===== config.mk =====
export PLATFORM = sky130hd
export DESIGN_NAME = bin2bcd_seq
export DESIGN_NICKNAME = d
export VERILOG_FILES = /design/src/rtl/bin2bcd_pkg.sv /design/src/rtl/bcd_add3.sv /design/src/rtl/bin2bcd_seq.sv
export SDC_FILE = /design/constraint.sdc
export NUM_CORES = 1
export LEC_CHECK = 0
export CAP_MARGIN = 30
export CELL_PAD_IN_SITES_DETAIL_PLACEMENT = 1
export CELL_PAD_IN_SITES_GLOBAL_PLACEMENT = 1
export CORE_MARGIN = 2
export CORE_UTILIZATION = 31
export DETAILED_ROUTE_END_ITERATION = 12
export PLACE_DENSITY_LB_ADDON = 0.1
export SLEW_MARGIN = 10
export SYNTH_ARGS = -nofsm -noshare
export SYNTH_HDL_FRONTEND = slang
export SYNTH_SLANG_ARGS = --single-unit

===== constraint.sdc =====
create_clock -name clk -period 1.5 [get_ports clk]
set_clock_uncertainty 0.05 [all_clocks]
set_input_delay 0.225 -clock clk [delete_from_list [all_inputs] [get_ports clk]]
set_output_delay 0.225 -clock clk [all_outputs]
set_load 0.05 [all_outputs]

===== src/rtl/bin2bcd_pkg.sv =====
// Shared types and helpers for the sequential binary-to-BCD converter.
package bin2bcd_pkg;

  typedef enum logic [1:0] {
    IDLE = 2'd0,
    OP   = 2'd1,
    DONE = 2'd2
  } state_e;

  localparam int DIG_W = 4;

  // Counter width for BIN_W iterations; never narrower than one bit.
  function automatic int clog2(input int n);
    int r;
    r = $clog2(n);
    return (r < 1) ? 1 : r;
  endfunction

endpackage


===== src/rtl/bcd_add3.sv =====
// Double-dabble digit corrector: adds 3 to a BCD digit of 5 or more, carry dropped.
module bcd_add3
  import bin2bcd_pkg::*;
(
  input  logic [DIG_W-1:0] din,
  output logic [DIG_W-1:0] dout
);

  assign dout = (din >= 4'd5) ? din + 4'd3 : din;

endmodule


===== src/rtl/bin2bcd_seq.sv =====
// Sequential double-dabble converter: one shift per cycle, BIN_W cycles per operand.
// Handshake: start is taken only while ready=1; done_tick pulses one cycle with bcd valid.
module bin2bcd_seq
  import bin2bcd_pkg::*;
#(
  parameter int BIN_W = 7,
  parameter int NDIG  = 3
) (
  input  logic                   clk,
  input  logic                   rst_n,
  input  logic                   start,
  input  logic [BIN_W-1:0]       bin,
  output logic                   ready,
  output logic                   done_tick,
  output logic [DIG_W*NDIG-1:0]  bcd
);

  localparam int CNT_W = clog2(BIN_W);
  localparam int BCD_W = DIG_W * NDIG;

  if (10**NDIG <= 2**BIN_W - 1) begin : g_bad_params
    $error("bin2bcd_seq: NDIG too small for BIN_W");
  end

  state_e             state;
  state_e             state_nxt;
  logic [CNT_W-1:0]   cnt;
  logic [BIN_W-1:0]   bin_shift;
  logic [BCD_W-1:0]   bcd_work;
  logic [BCD_W-1:0]   bcd_corr;
  logic [BCD_W-1:0]   bcd_shifted;
  logic [BCD_W-1:0]   bcd_q;
  logic               unused_corr_msb;

  for (genvar g = 0; g < NDIG; g++) begin : g_add3
    bcd_add3 u_add3 (
      .din  (bcd_work[g*DIG_W +: DIG_W]),
      .dout (bcd_corr[g*DIG_W +: DIG_W])
    );
  end

  // Top corrected bit falls off the shift; the parameter check keeps it zero.
  assign bcd_shifted     = {bcd_corr[BCD_W-2:0], bin_shift[BIN_W-1]};
  assign unused_corr_msb = bcd_corr[BCD_W-1];

  always_ff @(posedge clk or negedge rst_n) begin
    if (!rst_n) state <= IDLE;
    else        state <= state_nxt;
  end

  always_comb begin
    state_nxt = state;
    unique case (state)
      IDLE:    if (start) state_nxt = OP;
      OP:      if (cnt == '0) state_nxt = DONE;
      DONE:    state_nxt = IDLE;
      default: state_nxt = IDLE;
    endcase
  end

  always_ff @(posedge clk or negedge rst_n) begin
    if (!rst_n) begin
      cnt       <= '0;
      bin_shift <= '0;
      bcd_work  <= '0;
      bcd_q     <= '0;
    end else begin
      unique case (state)
        IDLE: begin
          if (start) begin
            bin_shift <= bin;
            bcd_work  <= '0;
            cnt       <= CNT_W'(BIN_W - 1);
          end
        end
        OP: begin
          bcd_work  <= bcd_shifted;
          bin_shift <= bin_shift << 1;
          if (cnt == '0) bcd_q <= bcd_shifted;
          else           cnt   <= cnt - 1'b1;
        end
        default: ;
      endcase
    end
  end

  assign ready     = (state == IDLE);
  assign done_tick = (state == DONE);
  assign bcd       = bcd_q;

endmodule


==> run metrics <==
die height=just over 80 um; multi-input logic area=around 1000 um^2; initial antenna violation count=0; Setup CP Type=reg2reg; buffers added on ports=23; register area share after synthesis=about 49%; dpl hpwl=roughly 3200 um; Setup TNS=-0.7535 ps; Design Power=slightly above 7 mW; Post-DRT Antenna Nets=0; FILL cells=~610; vias=1500; CP arrival=around 1700 ps; CTS HTree Levels=2; post-synth top area share=48.75%; crit path max fanout=3; Residual DRC=0; Finished Layout Cells=roughly 310; Slew Viols, Final=0; final WL=a little under 5000 um; 1st-pass router iterations=2; Max-Cap Viols=0; placed inst area=between 2000 and 2500 um^2; Hold Path Class=in2async; number of global-route vias before repair=between 1500 and 2000; flops & latches, synth=36; initial core utilization=between 30% and 40%; DIE AREA=~6600 um^2; syn_area_per_cell=10.50 um^2; syn_nets=about 190; Row Count=28; worst hold slack=~260 ps; clock sink total=36; worst-skew pair later-pin latency=290 ps; Critical Path RT=roughly 1700 ps; post-route setup slack=-0.7535 ps; Final Hold Viols=0; register area=about 900 um^2; TritonCTS clock tree=done; DR iter-0 viols=34; Unique masters post-synth=34; Worst Setup End Kind=flop; maximum clock path buffer count=2; first-pass GRT wire length=about 7900 um; total core area=between 5000 and 6000 um^2; GR Overflow Total=0; PD cells=about 2500 nW/um^2; minimum clock period=1501 ps; boundary pin count=24; Synth Cell Area=~1800 um^2; DP Cell Count=about 290; Pleak=around 1.3 nW; ranking of synthesized cells by area=dfrtp_1, ha_1, o21ai_0, nand2_1, a22o_1; CTS Hold Buffers Added=0; RSZ-0062 raised after global routing=yes; DR vias/cell=4.792; fin nets=approximately 260; area leader, netlist=dfrtp_1; part of the cycle the worst path needs=100.1%; Reg clk slew, reported paths=~80 ps; Worst VDD drop=between 800 and 900 uV; failing checks=setup timing; die width=81.21 um; upper clock frequency limit=between 600 and 700 MHz; outcome=finished, violations left; largest net degree at the start of global routing=37; Finished Core Util=about 49%; routability cong.=between 0.7 and 0.8; Root Buffer Master=clkbuf_8; slew margin rel.=around 81%; global-route usage over all layers=15.90%; Critical Path Source Type=flop; antenna cells=0; pre-CTS setup slack=-111.7 ps; Worst-Margin Slew=282.8 ps; endpoints failing setup=1; cells after synthesis=approximately 180; Area Overhead vs Synth=55.45%; TritonCTS buffer count=5; Ys Warns=0; Final Instance Area=~2900 um^2; DR WL/cell=between 15 and 20 um; layout cell share with drive strength beyond 1=44.12%
-- logic make-up after synthesis --
| group | count (synthesis) | synth area share, % |
|---|---|---|
| multiplexers | 8 | 5.620 |
| adder cells (fa/ha/maj) | 8 | 5.417 |
| AO/OA/AOI/OAI | 58 | 20.31 |
| AND/OR/NAND/NOR | 46 | 13.88 |
| XOR/XNOR | 3 | 1.422 |
| flip-flops | 36 | 48.75 |
| buffers and inverters | 17 | 4.604 |
-- power breakdown --
part	internal [mW]	switching (mW)
sequential	1.41	0.473
combinational	2.41	2.06
clock	0.375	0.354
-- worst paths after layout --
check | start | endpoint | slack [ps] | cells past startpoint
min | rst_n | bcd[2]$_DFFE_PN0P_ | 260 | 2
min reg2reg | cnt[0]$_DFFE_PN0P_ | cnt[0]$_DFFE_PN0P_ | 480 | 1
max | bcd_work[1]$_DFFE_PN0P_ | bcd_work[2]$_DFFE_PN0P_ | -0.8 | 6
max in group asynchronous | rst_n | state[0]$_DFFE_PN0P_ | 930 | 2
max reg2reg | bcd_work[1]$_DFFE_PN0P_ | bcd_work[2]$_DFFE_PN0P_ | -0.8 | 6
min in group clk | cnt[0]$_DFFE_PN0P_ | cnt[0]$_DFFE_PN0P_ | 480 | 1
-- area by class of cell --
type                       instances  area share [%]
multi-input combinational        123           36.19
sequential                        36           31.49
timing repair buffer              62           24.65
tap                               75           3.267
clock buffer                       8           3.136
inverter                           9           1.263
-- cells in the mapped netlist --
| cell | number |
|---|---|
| mux2_2 | 2 |
| clkbuf_1 | 1 |
| nand2_4 | 1 |
| inv_1 | 8 |
| a21oi_4 | 1 |
| ha_1 | 8 |
| o21a_1 | 2 |
| nor3b_1 | 3 |
| buf_4 | 4 |
| nor2_1 | 5 |
| a22oi_1 | 7 |
| a32oi_1 | 1 |
| nand2_1 | 18 |
| mux2i_1 | 1 |
| nor2b_1 | 9 |
| a21oi_1 | 11 |
| a2bb2oi_1 | 1 |
| o22ai_1 | 2 |
| xnor2_1 | 3 |
| a22o_2 | 1 |
| nor2b_4 | 2 |
| dfrtp_1 | 36 |
| buf_2 | 3 |
| mux2_1 | 1 |
| mux2_4 | 4 |
| a22o_1 | 7 |
| nand2b_2 | 1 |
| o21ai_0 | 20 |
| o21bai_2 | 1 |
| nor2_2 | 1 |
| o21ai_1 | 3 |
| inv_4 | 1 |
| nand2b_1 | 6 |
| a21oi_2 | 1 |
-- per-layer routing --
| layer | vias to the layer above | share of wire [%] | track usage, % |
|---|---|---|---|
| met4 | 0 | 1.3 | 6.780 |
| met2 | 20 | 54 | 28.84 |
| met5 | - | 0 | 0 |
| li1 | 733 | - | - |
| met3 | 5 | 2.3 | 3.556 |
| met1 | 742 | 43 | 17.81 |
-- cells in the final DEF, fill, tap and decap left out, types with 2 or more instances in the layout --
cell type        count
buf_4               34
dfrtp_1             33
nand2_1             18
buf_12              17
o21ai_0             14
a21oi_1              9
clkdlybuf4s50_1      9
nor2b_1              8
a22o_1               7
inv_2                6
mux2_4               6
o21ai_1              6
a22oi_1              6
clkbuf_8             6
ha_4                 5
nor2_1               4
nand2b_1             4
nand2b_4             3
a21oi_4              3
o21ai_2              3
dfrtp_2              3
inv_1                2
nor2b_4              2
nor3b_1              2
o22ai_1              2
o21a_1               2
xnor2_1              2
ha_2                 2
clkbuf_1             2
buf_6                2
-- flip-flops by register name (all words and copies together), names as in the netlist --
signal     cells
state          2
bcd_work      12
bin_shift      7
bcd           12
cnt            3
-- critical path, cell delays in order, from the launching register on --
cell and delay (ps):
dfrtp_1 390, inv_2 90, ha_4 160, nand2b_4 150, a21oi_4 150, mux2_4 340
o21ai_2 110
-- repair_timing --
action / CTS / global route
gates resized for setup: 21 / 25
buffers inserted: 9 / 9
hold endpoints to repair: 0 / 0
pin swaps: 6 / 6
endpoints found under the setup margin: 14 / 18
Power figures use the tool's default switching activity.
